===== src/rtl/req_ack_4ph_tx_buf_pkg.sv =====
// Shared types and constants for the buffered 4-phase request/acknowledge
// transmitter (req_ack_4ph_tx_buf) and its ack synchroniser.
package req_ack_pkg;

    // Handshake FSM states. IDLE: nothing in flight. REQ: req high, waiting
    // for ack to rise. WAIT_LO: req dropped, waiting for ack to return low.
    typedef enum logic [1:0] {
        HS_IDLE    = 2'd0,
        HS_REQ     = 2'd1,
        HS_WAIT_LO = 2'd2
    } hs4_state_e;

    // Fewest flops allowed in the ack synchroniser chain.
    localparam int HS4_MIN_SYNC = 2;

endpackage


===== src/rtl/req_ack_4ph_tx_buf_sync.sv =====
// hs4_sync_ff: multi-flop synchroniser bringing the asynchronous ack into
// the clk_tx domain. Chains shorter than HS4_MIN_SYNC are lengthened.
module hs4_sync_ff
    import req_ack_pkg::*;
#(
    parameter int NSYNC = 2
) (
    input  logic clk_i,
    input  logic rst_ni,
    input  logic d_i,
    output logic q_o
);

    localparam int NS = (NSYNC < HS4_MIN_SYNC) ? HS4_MIN_SYNC : NSYNC;

    logic [NS-1:0] chain_q;

    // Shift the raw input through the chain; clears to 0 on reset.
    always_ff @(posedge clk_i or negedge rst_ni) begin
        if (!rst_ni) begin
            chain_q <= '0;
        end else begin
            chain_q <= {chain_q[NS-2:0], d_i};
        end
    end

    assign q_o = chain_q[NS-1];

endmodule


===== src/rtl/req_ack_4ph_tx_buf.sv =====
// req_ack_4ph_tx_buf: buffers words from a valid/ready upstream in a
// DEPTH-entry FIFO and sends each one across an asynchronous boundary with a
// return-to-zero 4-phase handshake (req up, ack up, req down, ack down).
// Optional build macro REQ_ACK_TIMEOUT_EN adds a sticky watchdog flag that
// rises when the receiver stops answering for TO_CYC cycles.
module req_ack_4ph_tx_buf
    import req_ack_pkg::*;
#(
    parameter int DW     = 8,
    parameter int DEPTH  = 4,
    parameter int NSYNC  = 2,
    parameter int TO_CYC = 256
) (
    input  logic                       clk_tx,
    input  logic                       rst_b,
    input  logic                       val,
    output logic                       rdy,
    input  logic [DW-1:0]              din,
    output logic                       req,
    input  logic                       ack,
    output logic [DW-1:0]              dout,
    output logic [$clog2(DEPTH):0]     level,
    output logic                       busy,
    input  logic                       err_clr,
    output logic                       timeout_err,
    output logic [1:0]                 dbg_state
);

    localparam int AW = $clog2(DEPTH);
    localparam int LW = AW + 1;

    localparam logic [1:0] ST_IDLE    = HS_IDLE;
    localparam logic [1:0] ST_REQ     = HS_REQ;
    localparam logic [1:0] ST_WAIT_LO = HS_WAIT_LO;

    // Upstream handshake: a word is accepted on a rising clk_tx edge exactly
    // when val and rdy are both high; din is sampled only then. rdy depends
    // only on registered occupancy (and reset), never on val.

    logic [DW-1:0] mem_q [DEPTH];
    logic [AW-1:0] wr_ptr_q, wr_ptr_d;
    logic [AW-1:0] rd_ptr_q, rd_ptr_d;
    logic [LW-1:0] level_q, level_d;
    logic [1:0]    state_q, state_d;
    logic          req_q, req_d;
    logic [DW-1:0] dout_q, dout_d;
    logic          ack_s;
    logic          full, empty, push, pop;

    hs4_sync_ff #(.NSYNC(NSYNC)) u_ack_sync (
        .clk_i  (clk_tx),
        .rst_ni (rst_b),
        .d_i    (ack),
        .q_o    (ack_s)
    );

    assign full  = (level_q == LW'(DEPTH));
    assign empty = (level_q == '0);
    assign rdy   = rst_b & ~full;
    assign push  = val & rdy;

    // Handshake FSM: pops the FIFO head into dout whenever a new transfer starts.
    always_comb begin
        state_d = state_q;
        req_d   = req_q;
        dout_d  = dout_q;
        pop     = 1'b0;
        case (state_q)
            ST_IDLE: begin
                if (!empty && !ack_s) begin
                    pop     = 1'b1;
                    dout_d  = mem_q[rd_ptr_q];
                    req_d   = 1'b1;
                    state_d = ST_REQ;
                end
            end
            ST_REQ: begin
                if (ack_s) begin
                    req_d   = 1'b0;
                    state_d = ST_WAIT_LO;
                end
            end
            ST_WAIT_LO: begin
                if (!ack_s) begin
                    if (!empty) begin
                        pop     = 1'b1;
                        dout_d  = mem_q[rd_ptr_q];
                        req_d   = 1'b1;
                        state_d = ST_REQ;
                    end else begin
                        state_d = ST_IDLE;
                    end
                end
            end
            default: begin
                req_d   = 1'b0;
                state_d = ST_IDLE;
            end
        endcase
    end

    // Pointer and occupancy next-state; a simultaneous push and pop leaves level alone.
    always_comb begin
        wr_ptr_d = wr_ptr_q;
        rd_ptr_d = rd_ptr_q;
        level_d  = level_q;
        if (push) begin
            wr_ptr_d = wr_ptr_q + AW'(1);
        end
        if (pop) begin
            rd_ptr_d = rd_ptr_q + AW'(1);
        end
        case ({push, pop})
            2'b10:   level_d = level_q + LW'(1);
            2'b01:   level_d = level_q - LW'(1);
            default: level_d = level_q;
        endcase
    end

    // FIFO storage; contents are don't-care until written, so no reset.
    always_ff @(posedge clk_tx) begin
        if (push) begin
            mem_q[wr_ptr_q] <= din;
        end
    end

    // Control registers; reset discards buffered and in-flight words.
    always_ff @(posedge clk_tx or negedge rst_b) begin
        if (!rst_b) begin
            state_q  <= ST_IDLE;
            req_q    <= 1'b0;
            dout_q   <= '0;
            wr_ptr_q <= '0;
            rd_ptr_q <= '0;
            level_q  <= '0;
        end else begin
            state_q  <= state_d;
            req_q    <= req_d;
            dout_q   <= dout_d;
            wr_ptr_q <= wr_ptr_d;
            rd_ptr_q <= rd_ptr_d;
            level_q  <= level_d;
        end
    end

`ifdef REQ_ACK_TIMEOUT_EN
    localparam int CW = (TO_CYC > 1) ? $clog2(TO_CYC) : 1;

    logic [CW-1:0] to_cnt_q;
    logic          to_err_q;

    // Watchdog: counts cycles spent in one handshake state, flags at TO_CYC-1
    // and saturates; err_clr takes priority over everything else.
    always_ff @(posedge clk_tx or negedge rst_b) begin
        if (!rst_b) begin
            to_cnt_q <= '0;
            to_err_q <= 1'b0;
        end else if (err_clr) begin
            to_cnt_q <= '0;
            to_err_q <= 1'b0;
        end else if (state_d != state_q) begin
            to_cnt_q <= '0;
        end else if (state_q == ST_REQ || state_q == ST_WAIT_LO) begin
            if (to_cnt_q == CW'(TO_CYC - 1)) begin
                to_err_q <= 1'b1;
            end else begin
                to_cnt_q <= to_cnt_q + CW'(1);
            end
        end
    end

    assign timeout_err = to_err_q;
`else
    logic unused_err_clr;
    logic [31:0] unused_to_cyc;
    assign unused_err_clr = err_clr;
    assign unused_to_cyc  = TO_CYC;
    assign timeout_err    = 1'b0;
`endif

    assign req       = req_q;
    assign dout      = dout_q;
    assign level     = level_q;
    assign busy      = (state_q != ST_IDLE) | (level_q != '0);
    assign dbg_state = state_q;

endmodule

===== config.mk =====
export PLATFORM = sky130hd
export DESIGN_NAME = req_ack_4ph_tx_buf
export DESIGN_NICKNAME = d
export VERILOG_FILES = /design/src/rtl/req_ack_4ph_tx_buf_pkg.sv /design/src/rtl/req_ack_4ph_tx_buf_sync.sv /design/src/rtl/req_ack_4ph_tx_buf.sv
export SDC_FILE = /design/constraint.sdc
export NUM_CORES = 1
export LEC_CHECK = 0
export BUFFER_PORTS_ARGS = -buffer_cell sky130_fd_sc_hd__buf_2
export CORE_ASPECT_RATIO = 0.7
export CORE_MARGIN = 3
export CORE_UTILIZATION = 63
export CTS_BUF_LIST = sky130_fd_sc_hd__clkbuf_4 sky130_fd_sc_hd__clkbuf_8
export DETAILED_ROUTE_END_ITERATION = 10
export GPL_TIMING_DRIVEN = 1
export PLACE_DENSITY = 0.83
export SLEW_MARGIN = 20
export SYNTH_ARGS = -nofsm -noshare
export SYNTH_HDL_FRONTEND = slang
export SYNTH_SLANG_ARGS = --single-unit
export TNS_END_PERCENT = 50

===== constraint.sdc =====
create_clock -name clk_tx -period 3.8 [get_ports clk_tx]
set_clock_uncertainty 0.15 [all_clocks]
set_input_delay 0.57 -clock clk_tx [delete_from_list [all_inputs] [get_ports clk_tx]]
set_output_delay 0.57 -clock clk_tx [all_outputs]
set_load 0.05 [all_outputs]

* Word level (Yosys, flattened, before mapping)
Memories as Yosys holds them, arrays and structs flattened.
Cells that the tools add are included.
** Storage, ports and cells
- Register bits after elaboration :: 20
- Memory bits (writable) :: 32
- Input port bits :: 13
- Output and inout port bits :: 17
- Memories kept :: 1
** Operators by class
- Add/subtract/negate cells :: 4
- Eq/ne operators :: 9
- Multiplexer cells :: 21
- Bitwise logic cells :: 4
- Reduce and logical (&&, ||, !) cells :: 12
** Memory list
- mem_q :: words 4, bits a word 8, rd ports 1, clocked after Yosys merged registers in 0, write ports 1, line req_ack_4ph_tx_buf.sv:40 : logic [DW-1:0] mem_q [DEPTH];
** Operators by type and width (number)
- $mux 8 :: 3
- $pmux 8 s2 :: 1
- $mux 1 :: 10
- $reduce_and 4->1 :: 2
- $mux 2 :: 3
- $ne 2x2->1 const B :: 3
- $pmux 2 s3 :: 1
- $pmux 3 s2 :: 1
- $reduce_bool 2->1 :: 3
- $add 2x1->2 const B :: 2
- $eq 2x1->1 const B :: 2
- $eq 2x2->1 const B :: 2
- $add 3x1->3 const B :: 1
- $eq 3x3->1 const B :: 1
- $logic_not 3->1 :: 1
- $pmux 1 s3 :: 1
- $reduce_and 3->1 :: 1
- $reduce_bool 3->1 :: 1
- $sub 3x1->3 const B :: 1
- $and 1x1->1 :: 2
- $logic_not 1->1 :: 2
- $logic_not 2->1 :: 1
- $ne 2x1->1 const B :: 1
- $pmux 1 s2 :: 1
- 3 further kinds :: 3

* Longest topological paths before layout
Gate-level depths: netlist of the first run.
- Depth in word-level cells :: 7
- Mapped depth :: 9

* Modules after synthesis
From an unflattened synthesis of the first run, not the netlist that was laid out.
** Unflattened totals
- Cell total of the unflattened synthesis :: 115
- Area total of the unflattened synthesis :: 2083.2 um2
** Modules (own cells, without submodules)
- req_ack_4ph_tx_buf :: instances 1, cells an instance 113, area each 2033.2 um2
- hs4_sync_ff :: instances 1, cells an instance 2, area each 50.0 um2

* Least setup slack after synthesis of the first run
OpenSTA, ideal clock, no wires.
- Path type :: flip-flop to flip-flop
- Start :: register level_q[2] (netlist: level[2])
- End :: register level_q[2] (netlist: level[2])
- Setup time :: 0.080 ns
- Arrival time :: 2.221 ns
- Required time :: 3.570 ns
- Setup slack :: 1.349 ns
- Cell stages (with the launch flop) :: 10
- Period minus slack after synthesis :: 2.451 ns
- Path through :: dfrtp_1 -> inv_1 -> o311a_1 -> inv_1 -> ha_1 -> inv_1 -> fa_1 -> xor2_1 -> nor2_1 -> xnor2_1
** Between the ends
- Longest elaborated chain between the ends :: 7
** RTL lines
- start, declared :: line req_ack_4ph_tx_buf.sv:43 : logic [LW-1:0] level_q, level_d;
- start signal, assigned :: line req_ack_4ph_tx_buf.sv:142 : level_q <= level_d;
- $logic_not 3->1 :: line req_ack_4ph_tx_buf.sv:58 : assign empty = (level_q == '0);
- $logic_not 1->1
- $logic_and 1x1->1 :: line req_ack_4ph_tx_buf.sv:70 : if (!empty && !ack_s) begin
- $mux 1 :: line req_ack_4ph_tx_buf.sv:70
- $pmux 1 s2 :: line req_ack_4ph_tx_buf.sv:68 : case (state_q)
- $eq 2x1->1 or $eq 2x2->1 (tied branches) :: line req_ack_4ph_tx_buf.sv:113 : case ({push, pop})
- $pmux 3 s2 or $reduce_bool 2->1 (tied branches)
Several ways; a longest one is shown, not always the timed one.
A chain may end at the register's enable or synchronous reset.

* Final worst setup path of the first run
- Start :: register level_q[1] (netlist: level[1])
- End :: output busy
** Between the ends
- Longest elaborated chain between the ends :: 2
** RTL lines
- $reduce_bool 3->1 :: line req_ack_4ph_tx_buf.sv:184 : assign busy = (state_q != ST_IDLE) | (level_q != '0);
- $or 1x1->1 :: line req_ack_4ph_tx_buf.sv:184
- end, declared :: line req_ack_4ph_tx_buf.sv:23 : output logic busy,
Every way passes these cells.

==> run_results.csv, run 1 <==
group,metric,value,unit
critical_path,path_class,"flip-flop to output port",
sta,fin_tns_setup,0,ps
sta,finalSetupViolCount,0,
sta,worst_pin_slew,596.7,ps
clock_tree,tritoncts,"yes",
route,finalWirelength,3324,um
clock_tree,clk_pin_slew,90,ps
power,p_per_area,853.1,nW/um2
clock_tree,root_buffer,"clkbuf_8",
route,drt_iter0_markers,67,
layout,drive_above_1_share,38.36,%
sta,slew_headroom,60.22,%
place,hpwl,2337,um
layout,layout.area.seq,1461,um2
power,switching_share,39.65,%
sta,finalHoldWorstSlack,116.8,ps
place,placed_area,2266,um2
critical_path,critPathMaxFanout,5,
yosys,ys_async_sr_fraction,38.46,%
yosys,syn-instance-count,113,
yosys,synth_area,2101,um2
yosys,syn_nets,132,
clock_tree,cts_resized,0,
floorplan,fp.dieArea,4075,um2
yosys,synth.avg_cell_area,18.59,um2
yosys,synth_cell_types,27,
layout,layout_common_cells,"32 x edfxtp_1, 27 x buf_2, 20 x dfrtp_1",
power,pwr-share-seq,43.3,%
clock_tree,cts_made_buffers,5,
floorplan,io_pins,30,
yosys,yosys_warnings,0,
place,io_buffers,27,
yosys,ys_ff_latch,52,
yosys,synth_seq_area_share,69.57,%
clock_tree,h-tree-depth,2,
floorplan,start_util,70.43,%
place,gp_routability_congestion,0.7069,
floorplan,rows,16,
layout,nets,164,
power,p_int,1.214,mW
critical_path,critPathArrivalTime,1680,ps
global_route,groute.usage.overall,19.40,%
clock_tree,clock_latency,300,ps
yosys,yosysTopAreaCellShare,45.74,%
power,leakage,0.9614,nW
yosys,synth_edf_count,32,
layout,n_fill_cell,171,
route,drc,0,
sta,finalCriticalPeriod,2398,ps
yosys,ys.flop_type,"edfxtp_1",
job,cap_viol_max_count,0,
global_route,antenna_found_initial,0,
layout,multi_input_area,584.3,um2
sta,finalHoldViolCount,0,
critical_path,required,3080,ps
route,vias,1016,
layout,final_common_cell,"edfxtp_1",
power,clockPowerShare,15.5,%
run_status,outcome,"finished clean",
sta,final_max_slew_viol_count,0,
sta,period_share,63.11,%
floorplan,dieHeight,54.32,um
hold_path,hold_class,"input pin to asynchronous set/reset pin",
clock_tree,numClockSinks,52,
clock_tree,cts_hold_buf,0,
global_route,overflow,0,
critical_path,end_kind,"output port",
floorplan,fp.dieW,75.02,um
route,drt_pass1_iterations,4,
clock_tree,postCtsSetupBuffers,0,
yosys,yosys.area.top_type,"edfxtp_1",
sta,fmax,0.4170,GHz
global_route,grt_pass1_wl,5375,um
route,postRouteAntennaNets,0,
yosys,synth_area_leaders,"edfxtp_1 46%, dfrtp_1 24%, mux4_2 8.6%, mux2_4 5.7%, ha_1 3.0%",
global_route,grt_pass1_vias,1081,
sta,rsz0062_at_grt,"no",
route,post_drt_wl_per_cell,18.26,um
clock_tree,cts_buffer_depth,2,
global_route,grt_max_degree,22,
power,vdd_drop_max,578.3,uV
critical_path,start_kind,"flip-flop",
layout,final_area,2359,um2
route,via_per_inst,5.582,
floorplan,coreArea,2983,um2
power,comb_power_share,41.2,%
layout,area_growth,12.27,%
layout,antenna_cells,0,
power,p_sw,797.7,uW
## metal layers
metal  vias to the layer above  GRT usage [%]  share of wire, %
li1                        476              -                 -
met1                       513          24.50                44
met2                        20          31.94                51
met3                         7          5.505               3.5
met4                         0          8.284               1.6
met5                         -              0                 0
## registers in the layout (all words and copies together), names as in the netlist
name                cells
dbg_state               2
dout                    8
level                   3
mem_q                  32
rd_ptr_q                2
req                     1
u_ack_sync.chain_q      2
wr_ptr_q                2
## power by group through the flow
stage | combinational (mW) | clock [mW] | sequential, mW
2_1_floorplan | 0.454 | 0 | 1.09
3_3_place_gp | 0.807 | 0 | 0.873
3_5_place_dp | 0.835 | 0 | 0.885
4_1_cts | 0.840 | 0.319 | 0.875
5_1_grt | 0.887 | 0.344 | 0.897
6_report | 0.829 | 0.311 | 0.872
## area by class of cell
| cell class | instances | share of cell area (%) |
|---|---|---|
| clock inverters | 2 | 0.4244 |
| clock buffers | 6 | 3.501 |
| inverters | 8 | 1.379 |
| well taps | 36 | 1.910 |
| multi-input cells | 50 | 24.77 |
| repair buffers | 28 | 6.048 |
| flip-flops and latches | 52 | 61.96 |
## metrics by stage
stage	worst slack [ps]	total power [mW]	util (%)	std cells
global placement	1612	1.680	75.96	174
detailed placement	1580	1.721	75.96	174
global route	1348	2.128	79.07	182
floorplan	1349	1.540	-	113
finish	1402	2.012	79.07	182
CTS	1401	2.034	79.07	182
## worst max-delay path, cell delays in order, from the launching register on
cell	delay, ps
dfrtp_1	440
or3_4	420
or3_1	310
buf_2	220
## kinds of logic after synthesis
group | after synthesis | synth area share (%)
XOR/XNOR | 7 | 2.918
buffers and inverters | 11 | 2.621
AO/OA/AOI/OAI | 4 | 1.489
multiplexers | 18 | 15.31
flip-flops | 52 | 69.57
AND/OR/NAND/NOR | 14 | 3.990
adder cells (fa/ha/maj) | 6 | 3.931
other | 1 | 0.1785
## final timing paths
| kind | startpoint | cells after the start | to | slack (ps) |
|---|---|---|---|---|
| max in group asynchronous | rst_b | 2 | dout[6]$_DFFE_PN0P_ | 3150 |
| worst min register to register | u_ack_sync.chain_q[0]$_DFF_PN0_ | 0 | u_ack_sync.chain_q[1]$_DFF_PN0_ | 210 |
| min in group clk_tx | u_ack_sync.chain_q[0]$_DFF_PN0_ | 0 | u_ack_sync.chain_q[1]$_DFF_PN0_ | 210 |
| worst max-delay path | level[1]$_DFFE_PN0P_ | 3 | busy | 1400 |
| worst max register to register | dbg_state[0]$_DFFE_PN0P_ | 9 | level[2]$_DFFE_PN0P_ | 1540 |
| worst min-delay path | rst_b | 2 | req$_DFFE_PN0P_ | 120 |
## cells in the mapped netlist (all sizes together), types with 2 or more instances
cell / n
edfxtp: 32
dfrtp: 20
mux2: 9
inv: 8
mux4: 8
and2: 5
ha: 5
xnor2: 5
nand2: 3
nor2: 3
buf: 2
or3: 2
xor2: 2
(Power assumes the default switching activity.)
==> inputs of run 2 (changes only) <==
- CORE_UTILIZATION: 63 -> 53
- PLACE_DENSITY: 0.83 -> 0.74
- clock period: 3.8 -> 2 ns (I/O delays scaled with it)
==> run 2 against run 1 <==
Effect of this change: the flow now finishes with violations (setup timing); clock-buffer cell count grew 1; combinational power grew 110%; critical path depth is the same; die area grew 17%; utilization shrank 11 points; via count grew 3.7%; routed wire length grew 2.2%; first-iteration DRC count shrank 18%; critical endpoint unchanged; largest power group is now combinational cells.
==> run_results.csv, run 2 (synthesized netlist as in run 1, its figures left out) <==
group,metric,value,unit
clock_tree,clock_latency,290,ps
global_route,grt_use_met1,19.89,%
sta,final_max_slew_viol_count,0,
floorplan,dieHeight,58.68,um
clock_tree,tritoncts,"yes",
layout,top_register,"mem_q",
layout,largest_register_ffs,32,
power,leakage,0.9946,nW
job,cap_viol_max_count,0,
sta,worst_pin_slew,927.8,ps
layout,layout_common_cells,"32 x edfxtp_1, 26 x buf_2, 16 x dfrtp_1",
route,drt_iter0_markers,55,
hold_path,hold_class,"input pin to flip-flop",
route,via_per_inst,5.192,
place,placed_area,2347,um2
layout,antenna_cells,0,
layout,drive_above_1_share,47.06,%
place,dp.cells,192,
global_route,use_met2,29.12,%
global_route,grt_max_degree,21,
critical_path,end_kind,"output port",
sta,finalSetupViolCount,2,
layout,layout.area.seq,1466,um2
clock_tree,clk_pin_slew,90,ps
floorplan,fp.dieW,81.25,um
run_status,outcome,"complete, but fails checks",
clock_tree,cts_made_buffers,5,
layout,n_fill_cell,250,
floorplan,fp.dieArea,4767,um2
layout,multi_input_area,618.1,um2
clock_tree,root_buffer,"clkbuf_8",
sta,rsz0062_at_grt,"yes",
sta,finalCriticalPeriod,2095,ps
critical_path,path_class,"flip-flop to output port",
place,gp_routability_congestion,0.6948,
global_route,overflow,0,
route,vias,1054,
global_route,antenna_found_initial,0,
place,io_buffers,27,
route,drc,0,
place,hpwl,2430,um
floorplan,io_pins,30,
route,drt_pass1_iterations,4,
power,p_per_area,1599,nW/um2
critical_path,critPathArrivalTime,1640,ps
sta,layout_setup_ws,-94.62,ps
global_route,grt_pass1_wl,5637,um
floorplan,rows,18,
global_route,grt_pass1_vias,1166,
sta,slew_headroom,37.94,%
clock_tree,numClockSinks,52,
layout,area_growth,18.23,%
route,finalWirelength,3398,um
layout,nets,171,
route,postRouteAntennaNets,0,
critical_path,start_kind,"flip-flop",
power,vdd_drop_max,853.5,uV
floorplan,coreArea,3671,um2
layout,final_common_cell,"edfxtp_1",
layout,final_cell_count_no_fill,203,
global_route,gr-max-usage-layer,"met2",
global_route,groute.usage.overall,16.83,%
sta,fmax,0.4774,GHz
clock_tree,cts_buffer_depth,2,
critical_path,critPathMaxFanout,3,
run_status,violations,"setup timing",
route,post_drt_wl_per_cell,16.74,um
global_route,use_met3,5.505,%
sta,period_share,104.7,%
floorplan,start_util,57.23,%
clock_tree,h-tree-depth,2,
critical_path,required,1550,ps
sta,finalHoldViolCount,0,
layout,final_area,2484,um2
-- run 2: cell types whose count changed in the layout (fill, tap and decap cells not counted), sizes merged --
| cell | change |
|---|---|
| clkinv | -2 |
| buf | +5 |
| dlygate4sd3 | +2 |
| clkinvlp | +1 |
| clkbuf | +1 |
-- run 2: final timing paths --
check                                                start                               to  slack [ps]  cells after the start
max                                   level[2]$_DFFE_PN0P_                             busy         -90                      3
min                                                 din[0]            mem_q[2][0]$_DFFE_PP_          70                      1
max reg2reg                           level[2]$_DFFE_PN0P_             level[1]$_DFFE_PN0P_         -20                      7
min reg2reg                u_ack_sync.chain_q[0]$_DFF_PN0_  u_ack_sync.chain_q[1]$_DFF_PN0_         210                      0
max in group asynchronous                            rst_b             level[0]$_DFFE_PN0P_         360                      3
min in group asynchronous                            rst_b              dout[5]$_DFFE_PN0P_         700                      3
-- run 2: final cells by class --
cell class	count	area share (%)
Multi-Input combinational cell	50	24.89
Clock inverter	1	0.3023
Timing Repair Buffer	35	8.312
Sequential cell	52	59.04
Tap cell	50	2.519
Clock buffer	7	3.627
Inverter	8	1.310
-- run 2: critical path, cell delays in order (launching register included) --
cell	delay, ps
dfrtp_2	420
or3_4	430
or3_4	340
buf_6	160
-- run 2: stage by stage --
stage | setup TNS [ps] | power, mW | hold WS [ps] | worst slack (ps) | util [%]
2_1_floorplan | -213.8 | 2.971 | -145.6 | -130.9 | -
3_3_place_gp | 0 | 3.300 | 182.9 | 17.26 | 63.94
3_5_place_dp | -16.34 | 3.365 | 186.5 | -16.34 | 63.94
4_1_cts | -131.9 | 4.011 | 59.85 | -104.7 | 67.52
5_1_grt | -313.5 | 4.190 | 50.56 | -148.4 | 67.66
6_report | -111.8 | 3.971 | 69.44 | -94.62 | 67.66
-- run 2: per-layer routing --
metal / vias to the layer above / routed length (um) / share of wire [%]
li1: 486 / - / -
met4: 0 / 45 / 1.3
met2: 21 / 1781 / 52
met3: 4 / 154 / 4.5
met1: 543 / 1416 / 42
met5: - / 0 / 0
-- run 2: what timing repair did --
| item | 4_1_cts | 5_1_grt |
|---|---|---|
| hold buffers | 2 | 0 |
| hold endpoints to repair | 21 | 0 |
| gates resized for setup | 2 | 1 |
| pin swaps | 2 | 1 |
| setup buffers | 1 | 0 |
| endpoints found under the setup margin | 3 | 3 |
| gates cloned | 0 | 0 |
-- run 2: power breakdown --
part / switching, mW / internal [mW]
logic: 1.04 / 0.714
registers: 0.181 / 1.42
clock network: 0.323 / 0.295
total: 1.55 / 2.43
==> inputs of run 3 (changes only) <==
- GPL_ROUTABILITY_DRIVEN: default -> 0
- SYNTH_HIERARCHICAL: default -> 1
==> run 3 against run 2 <==
Effect of this change: the flow still finishes with violations (setup timing); clock-buffer cell count fell by 2; worst setup slack got worse by 15 ps; non-clock buffer count did not move; via count rose by 2.1%; total power fell by 0.15%; global-route usage fell by 0.19 points; final area fell by 0.50%; maximum frequency fell by 0.69%; critical path type unchanged.
==> run_results.csv, run 3 <==
group,metric,value,unit
place,placed_area,2328,um2
hold_path,worstHoldPathCells,1,
floorplan,start_util,57.10,%
critical_path,reg2reg_setup_slack,-60,ps
yosys,synth_area,2083,um2
yosys,syn-instance-count,115,
yosys,synth_xor_area_share,2.943,%
clock_tree,postCtsSetupBuffers,0,
yosys,ys_top_cells_by_count,"32 x edfxtp_1, 20 x dfrtp_1, 8 x inv_1, 8 x mux2_2, 8 x mux4_2",
critical_path,cpMaxStageDelayCell,"dfrtp_2",
global_route,antenna_found_initial,0,
critical_path,worst_r2r_endpoint,"level[2]$_DFFE_PN0P_",
clock_tree,clock_latency,290,ps
yosys,synth_area_leaders,"edfxtp_1 46%, dfrtp_1 24%, mux4_2 8.6%, mux2_2 4.3%, ha_1 3.0%",
power,p_int,2.432,mW
route,wl_met2,1854,um
critical_path,ff2ff_path_depth,8,
yosys,yosys.area_share.simple,4.384,%
critical_path,critPathArrivalTime,1660,ps
route,post_drt_wl_per_cell,17.10,um
run_status,violations,"setup timing",
route,drt_iter0_markers,72,
layout,largest_register_ffs,32,
critical_path,critPathMaxFanout,3,
yosys,syn_nets,134,
yosys,ys_ff_latch,52,
global_route,grt_max_degree,21,
sta,worst_pin_slew,985.1,ps
clock_tree,root_buffer,"clkbuf_8",
power,comb_power_share,42.2,%
critical_path,critPathMaxStageDelay,440,ps
critical_path,r2r_start,"level[1]$_DFFE_PN0P_",
power,vdd_drop_max,770.4,uV
critical_path,cp_common_cell,"or3_4",
place,dp.cells,194,
power,clockPowerShare,17.4,%
clock_tree,cts_buffer_depth,2,
floorplan,rows,18,
yosys,yosysMostFrequentCell,"edfxtp_1",
hold_path,hold_class,"input pin to flip-flop",
layout,layout_common_cells,"32 x edfxtp_1, 26 x buf_2, 16 x dfrtp_1",
hold_path,whs_endpoint,"mem_q[2][0]$_DFFE_PP_",
clock_tree,numClockSinks,52,
power,p_sw,1.534,mW
route,wl_met3,291,um
route,vias,1076,
critical_path,end_kind,"output port",
power,pwr-share-seq,40.4,%
yosys,synth_top_family_by_area,"multiplexers",
layout,final_cell_count_no_fill,204,
critical_path,worstPathCellList,"or3_4 > or3_4 > buf_6",
global_route,grt_pass1_vias,1124,
hold_path,hold_path.startpoint,"din[0]",
sta,fmax,0.4741,GHz
floorplan,coreArea,3649,um2
floorplan,fp.dieW,80.94,um
layout,antenna_cells,0,
sta,layout_setup_ws,-109.2,ps
sta,final_max_slew_viol_count,0,
layout,multi_input_area,591.8,um2
layout,nets,172,
yosys,yosysTopAreaCellShare,46.13,%
clock_tree,tritoncts,"yes",
global_route,overflow,0,
critical_path,path_class,"flip-flop to output port",
clock_tree,clk_pin_slew,90,ps
route,postRouteAntennaNets,0,
yosys,synth_compound_area_share,1.141,%
yosys,synth_edf_count,32,
route,drt_pass1_iterations,4,
yosys,synth_seq_area_share,70.15,%
sta,slew_headroom,34.11,%
layout,final_common_cell,"edfxtp_1",
sta,finalCriticalPeriod,2109,ps
critical_path,start_kind,"flip-flop",
power,p_per_area,1605,nW/um2
floorplan,dieHeight,58.46,um
global_route,groute.usage.overall,16.64,%
floorplan,io_pins,30,
yosys,synth_mux_area_share,14.17,%
yosys,synthAdderAreaFrac,3.964,%
power,switching_share,38.68,%
job,cap_viol_max_count,0,
layout,final_area,2471,um2
place,hpwl,2441,um
route,top_layer,"met4",
power,leakage,0.9805,nW
sta,rsz0062_at_grt,"yes",
yosys,ys.flop_type,"edfxtp_1",
route,finalWirelength,3488,um
critical_path,required,1550,ps
layout,top_register,"mem_q",
yosys,synth_cell_types,25,
run_status,outcome,"complete, but fails checks",
sta,finalHoldViolCount,0,
yosys,yosys.area.top_type,"edfxtp_1",
layout,drive_above_1_share,47.40,%
layout,fin_util,67.73,%
sta,finalSetupViolCount,2,
route,m1WireLength,1316,um
clock_tree,cts_made_buffers,5,
layout,n_fill_cell,271,
layout,layout.area.seq,1466,um2
layout,area_growth,18.62,%
place,io_buffers,27,
floorplan,fp.dieArea,4731,um2
yosys,yosys_warnings,6,
global_route,grt_pass1_wl,5554,um
sta,period_share,105.5,%
yosys,ys_async_sr_fraction,38.46,%
route,drc,0,
route,via_per_inst,5.275,
yosys,synth.avg_cell_area,18.12,um2
clock_tree,h-tree-depth,2,
==> run 3: logic make-up (layout without fill, tap and decap cells) <==
group                    after synthesis  after routing
XOR/XNOR                               7              7
adder cells (fa/ha/maj)                6              6
flip-flops                            52             52
buffers and inverters                 12             51
multiplexers                          18             18
AND/OR/NAND/NOR                       16             16
other                                  1              1
AO/OA/AOI/OAI                          3              3
==> run 3: power by group through the flow <==
stage / registers [mW] / clock network (mW) / logic [mW]
2_1_floorplan: 2.07 / 0 / 0.836
3_3_place_gp: 1.60 / 0 / 1.62
3_5_place_dp: 1.63 / 0 / 1.68
4_1_cts: 1.60 / 0.713 / 1.69
5_1_grt: 1.64 / 0.757 / 1.79
6_report: 1.60 / 0.691 / 1.67
==> run 3: worst max-delay path, delay by kind of cell, from the launching register on <==
kind	cells	cell delay (ps)
buffers and inverters	1	160
and+or+nand+nor	2	770
DFF	1	440
==> run 3: layout make-up <==
class                      count  area share [%]
inverter                       8           1.316
multi-input combinational     51           23.95
clock buffer                   5           2.785
tap                           50           2.532
clock inverter                 3           1.722
timing repair buffer          35           8.354
sequential                    52           59.34
==> run 3: how the worst max path moves through the flow <==
stage	to	slack (ps)	startpoint
after floorplan	level[2]$_DFFE_PN0P_	-180	level[2]$_DFFE_PN0P_
after CTS	busy	-100	level[2]$_DFFE_PN0P_
after global routing	busy	-150	level[1]$_DFFE_PN0P_
after global placement	level[2]$_DFFE_PN0P_	6	level[1]$_DFFE_PN0P_
after detailed placement	level[2]$_DFFE_PN0P_	-50	level[1]$_DFFE_PN0P_
final	busy	-110	level[1]$_DFFE_PN0P_
==> run 3: metrics by stage <==
stage          hold slack, ps  setup slack, ps  total power [mW]  TNS, ps
3_5_place_dp            196.4           -50.82             3.301   -50.82
3_3_place_gp            184.7            6.136             3.227        0
6_report                62.82           -109.2             3.966   -170.5
2_1_floorplan          -145.6           -176.6             2.910   -348.6
5_1_grt                 57.38           -146.6             4.186   -319.0
4_1_cts                 52.49           -103.3             4.011   -162.0
==> run 3: what timing repair did <==
item                                   in CTS  in global routing
resized for setup                           3                  0
pin swaps                                   1                  1
gates cloned                                0                  0
endpoints found under the hold margin      21                  0
setup endpoints to repair                   2                  3
hold buffers                                2                  0
==> run 3: per-layer routing <==
metal	up-vias	global-route usage, %
li1	487	-
met1	546	19.72
met2	38	29.47
met3	5	4.740
met4	0	5.542
met5	-	0
